===== config.mk =====
export PLATFORM = sky130hd
export DESIGN_NAME = program_loader
export DESIGN_NICKNAME = d
export VERILOG_FILES = /design/src/rtl/program_loader.sv
export SDC_FILE = /design/constraint.sdc
export NUM_CORES = 1
export LEC_CHECK = 0
export CAP_MARGIN = 15
export CORE_MARGIN = 2
export CORE_UTILIZATION = 55
export CTS_CLUSTER_SIZE = 14
export DETAILED_ROUTE_END_ITERATION = 10
export MAX_ROUTING_LAYER = met4
export PLACE_DENSITY = 0.79
export SYNTH_ARGS = -nofsm -noshare
export SYNTH_HDL_FRONTEND = slang
export SYNTH_SLANG_ARGS = --single-unit

===== constraint.sdc =====
create_clock -name clk -period 3.8 [get_ports clk]
set_input_delay 1.14 -clock clk [delete_from_list [all_inputs] [get_ports clk]]
set_output_delay 1.14 -clock clk [all_outputs]
set_load 0.05 [all_outputs]

===== src/rtl/program_loader.sv =====
// Boot-time instruction-memory writer: assembles big-endian words from a byte stream
// and writes them to consecutive addresses from 0, holding the core stalled until loaded.
module program_loader #(
    parameter int unsigned AWL   = 6,
    parameter int unsigned DWL   = 32,
    parameter int unsigned DEPTH = 2 ** AWL
) (
    input  logic           clk,
    input  logic           rst_n,
    input  logic           start,
    input  logic [AWL:0]   count,
    input  logic           invalid,
    input  logic [7:0]     indata,
    output logic           inready,
    output logic           imwe,
    output logic [AWL-1:0] imwa,
    output logic [DWL-1:0] imwd,
    output logic           busy,
    output logic           done,
    output logic           cpuhold
);

    localparam int unsigned NB  = DWL / 8;
    localparam int unsigned BCW = (NB > 1) ? $clog2(NB) : 1;

    localparam logic [AWL:0]   MAXN  = DEPTH[AWL:0];
    localparam logic [AWL:0]   WONE  = 1;
    localparam logic [BCW-1:0] BONE  = 1;
    localparam logic [BCW-1:0] LASTB = BCW'(NB - 1);

    typedef enum logic [1:0] {StIdle, StLoad, StWrite, StDone} state_t;

    state_t         state_q;
    logic [AWL:0]   n_q;
    logic [AWL:0]   addr_q;
    logic [AWL:0]   word_q;
    logic [BCW-1:0] byte_q;
    logic [DWL-1:0] shreg_q;
    logic           loaded_q;
    logic [DWL-1:0] next_word;

    // Earlier bytes shift toward the MSB, so the first byte ends up on top.
    always_comb begin
        next_word      = shreg_q << 8;
        next_word[7:0] = indata;
    end

    always_ff @(posedge clk or negedge rst_n) begin
        if (!rst_n) begin
            state_q  <= StIdle;
            n_q      <= '0;
            addr_q   <= '0;
            word_q   <= '0;
            byte_q   <= '0;
            shreg_q  <= '0;
            loaded_q <= 1'b0;
            inready  <= 1'b0;
            imwe     <= 1'b0;
            imwa     <= '0;
            imwd     <= '0;
            busy     <= 1'b0;
            done     <= 1'b0;
        end else begin
            case (state_q)
                StIdle: begin
                    if (start) begin
                        n_q    <= (count > MAXN) ? MAXN : count;
                        addr_q <= '0;
                        word_q <= '0;
                        byte_q <= '0;
                        busy   <= 1'b1;
                        if (count == '0) begin
                            state_q <= StDone;
                            done    <= 1'b1;
                        end else begin
                            state_q <= StLoad;
                            inready <= 1'b1;
                        end
                    end
                end
                StLoad: begin
                    if (invalid && inready) begin
                        shreg_q <= next_word;
                        if (byte_q == LASTB) begin
                            byte_q  <= '0;
                            state_q <= StWrite;
                            inready <= 1'b0;
                            imwe    <= 1'b1;
                            imwa    <= addr_q[AWL-1:0];
                            imwd    <= next_word;
                        end else begin
                            byte_q <= byte_q + BONE;
                        end
                    end
                end
                StWrite: begin
                    imwe   <= 1'b0;
                    addr_q <= addr_q + WONE;
                    word_q <= word_q + WONE;
                    byte_q <= '0;
                    if (word_q + WONE == n_q) begin
                        state_q <= StDone;
                        done    <= 1'b1;
                    end else begin
                        state_q <= StLoad;
                        inready <= 1'b1;
                    end
                end
                StDone: begin
                    done     <= 1'b0;
                    busy     <= 1'b0;
                    loaded_q <= 1'b1;
                    state_q  <= StIdle;
                end
                default: state_q <= StIdle;
            endcase
        end
    end

    // Core stays held until a full load has completed since reset, and during any reload.
    assign cpuhold = ~loaded_q | busy;

endmodule


==> flow_summary_export.csv <==
group,metric,value,unit
worst_setup_path,worstPathBufferInverterCount,1,
clock_network,postCtsSetupBuffers,0,
global_route,gr-usage-all-layers,0.217,
finish,area_delta_synth_final,20.8,%
flow_run,count_of_maximum_capacitance_violations,0,
finish,filler_cell_count,521,
timing,fin_worst_skew,0.00862,ns
placed_design,finalWeightedCongestion,0.790,
timing,fin_setup_tns,0,ns
worst_setup_path,highest_net_fanout_along_the_worst_path,4,
clock_network,cts.sinks,91,
worst_setup_path,critical_path_data_arrival_time,1.65,ns
floorplanning,core_area,6830,µm²
timing,finalSetupViolCount,0,
placed_design,dp_hpwl,5140,µm
clock_network,cts_made_buffers,9,
worst_setup_path,path_cells,"nand2b_1, clkdlybuf4s50_1",
yosys,netlist_top_cells_count,"nand2_1, dfrtp_1, mux2_2",
clock_network,ctsHoldBuffers,0,
yosys,synth.avg_cell_area,11.2,µm²
finish,finalNetCount,430,
clock_network,cts-resized-gates,0,
worst_setup_path,top_family_by_delay_on_critical_path,"buffers and inverters",
worst_setup_path,type_of_origin_of_the_critical_path,"register",
timing,timing.final.crit_period,2.79,ns
timing,drv_slew,0,
yosys,mappedNetlistNets,371,
finish,num_antenna_cells,0,
yosys,yosysUniqueCellTypes,49,
timing,slew_at_the_pin_with_the_worst_max_slew_slack,0.864,ns
clock_network,clockBufferDepth,2,
timing,slew_headroom,0.423,
clock_network,path_clk_slew,0.08,ns
finish,post-route-util,0.690,
floorplanning,y_dimension_of_the_die,88.2,µm
detailed_routing,routed_via_density,5.25,
placed_design,place.port_buffers,61,
detailed_routing,drtIter0Drc,148,
worst_setup_path,critPathMaxStageDelay,0.79,ns
global_route,grt_pass1_vias,2612,
power,power.leakage,2.26,nW
yosys,synth.cell_area,3900,µm²
detailed_routing,post_drt_antenna_nets,0,
yosys,synth_ff_type,"dfrtp_1",
global_route,grt_pass1_wl,12500,µm
yosys,synth_sequential_area_ratio,0.583,
clock_network,tritoncts,"yes",
yosys,synth_area_leader_cell,"dfrtp_1",
detailed_routing,wirelength_routed,7410,µm
min_path,number_of_instances_on_the_worst_hold_path,1,
power,power_density,714,nW/µm²
yosys,postSynth.asyncResetShare,1.00,
yosys,synthDominantCellAreaShare,0.583,
floorplanning,ports,62,
worst_setup_path,worstSetupPathType,"register to primary output",
worst_setup_path,critPathRequiredTime,2.66,ns
global_route,pin_count_of_the_biggest_net_entering_global_routing,51,
detailed_routing,dr.pass1.iters,5,
floorplanning,die_area,7790,µm²
worst_setup_path,worst_path_max_delay_cell,"clkdlybuf4s50_1",
yosys,yosys_register_bits,91,
global_route,grt.overflow.total,0,
yosys,post-synth-top-count-cell,"nand2_1",
floorplanning,floorplan.initialDensity,0.571,
timing,hold_violations,0,
yosys,yosys-top-cells-area,"dfrtp_1, nand2_1, mux2_2, mux2_1, o21ai_0",
global_route,antenna_found_initial,0,
clock_network,clk_latency,0.35,ns
yosys,synth_cells,349,
detailed_routing,vias,2667,
timing,max_freq,0.359,GHz
floorplanning,fp-row-count,30,
clock_network,h-tree-depth,3,
power,max-vdd-ir-drop,0.530,mV
status,outcome,"finished, final reports clean",
worst_setup_path,cp-end-kind,"primary output",
clock_network,ctsRootBufferMaster,"clkbuf_8",
floorplanning,die_width,88.2,µm
detailed_routing,drc,0,
yosys,yosys_warnings,0,
detailed_routing,wl_per_cell,14.6,µm
timing,rsz_0062_raised_after_global_routing,"false",
finish,layout_cells_sized_above_1,0.117,
timing,min_period_over_period,0.734,
worst_setup_path,cp.depth,2,
yosys,synth_enable_flop_cells,0,
worst_setup_path,timing.reg2reg.worst_path_depth,6,
min_path,min-delay-path-class,"register to register",
==> worst register-to-register path, delay by kind of cell, from the launching register on <==
kind / cells / cell delay, ns
adder cells (fa/ha/maj): 1 / 0.28
AND/OR/NAND/NOR: 1 / 0.22
AO/OA/AOI/OAI: 4 / 1.01
flip-flops: 1 / 0.45
==> power breakdown <==
| part | switching, mW | internal, mW | total, mW |
|---|---|---|---|
| combinational | 0.770 | 0.472 | 1.24 |
| sequential | 0.261 | 1.29 | 1.55 |
| clock | 0.338 | 0.235 | 0.573 |
| total | 1.37 | 2.00 | 3.37 |
==> cells by family (layout without fill, tap and decap cells) <==
family / count (synthesis) / after routing / share of synthesized area
muxes: 41 / 41 / 0.118
xor gates and xnor gates: 6 / 6 / 0.0135
DFF: 91 / 91 / 0.583
and+or+nand+nor: 140 / 140 / 0.161
AOI/OAI and AO/OA: 48 / 48 / 0.0846
adders and majority gates: 3 / 3 / 0.00962
buffers and inverters: 20 / 83 / 0.0304
==> layout make-up <==
class                   instances  area, µm²  area share
clock buffers                   9        124      0.0263
clock inverters                 6       42.5     0.00902
inverters                       4       15.0     0.00318
multi-input cells             238       1510       0.320
flip-flops and latches         91       2280       0.483
well taps                      96        120      0.0255
repair buffers                 64        631       0.134
==> cell usage in the layout, fill, tap and decap left out, types with 2 or more instances in the layout <==
cell type         n
clkinvlp_4        2
clkbuf_8          9
o211ai_1          3
nand2b_1         11
nand3_1           7
xnor2_1           4
clkdlybuf4s50_1  60
mux2_1           19
o21bai_1          2
a21oi_1           8
nand2_1          95
mux2i_1           2
buf_4             4
a22o_1            2
clkinv_2          2
o21ai_0          19
xor2_1            2
nand4_1           2
mux2_2           20
nor2_1            6
dfrtp_1          91
nor3_1            7
a22oi_1           2
inv_1             4
ha_1              3
==> state kept, by name (all words and copies together) (netlist names) <==
signal,flops
loaded_q,1
imwd,32
word_q,7
done,1
inready,1
imwa,6
imwe,1
shreg_q,24
state_q,2
addr_q,6
busy,1
n_q,7
byte_q,2
==> path summary, 6_finish.rpt <==
check | start | to | slack [ns]
max | busy | cpuhold | 1.01
min reg2reg | loaded_q | loaded_q | 0.47
max in group asynchronous | rst_n | imwd[14] | 2.26
min | loaded_q | loaded_q | 0.47
min in group asynchronous | rst_n | imwd[24] | 0.80
max reg2reg | word_q[0] | inready | 1.73
==> per-layer routing <==
metal  global-route usage  wire length, µm  up-vias
met5                    -                0        -
met4               0.0744              108        0
met3               0.0494              337       11
met2                0.329             3550       70
met1                0.292             3410     1284
li1                     -                -     1302
==> stage by stage <==
stage | area [µm²] | cells | total power [mW] | hold WS, ns | worst slack, ns
after global placement | 4550 | 493 | 2.77 | 0.443 | 0.884
after CTS | 4720 | 508 | 3.39 | 0.481 | 0.999
after detailed placement | 4550 | 493 | 2.82 | 0.461 | 0.851
after floorplan | 3900 | 349 | 2.40 | 0.429 | 1.45
final | 4720 | 508 | 3.37 | 0.474 | 1.01
after global routing | 4720 | 508 | 3.57 | 0.497 | 0.954
Note: power is estimated with default switching activity, not from simulation.
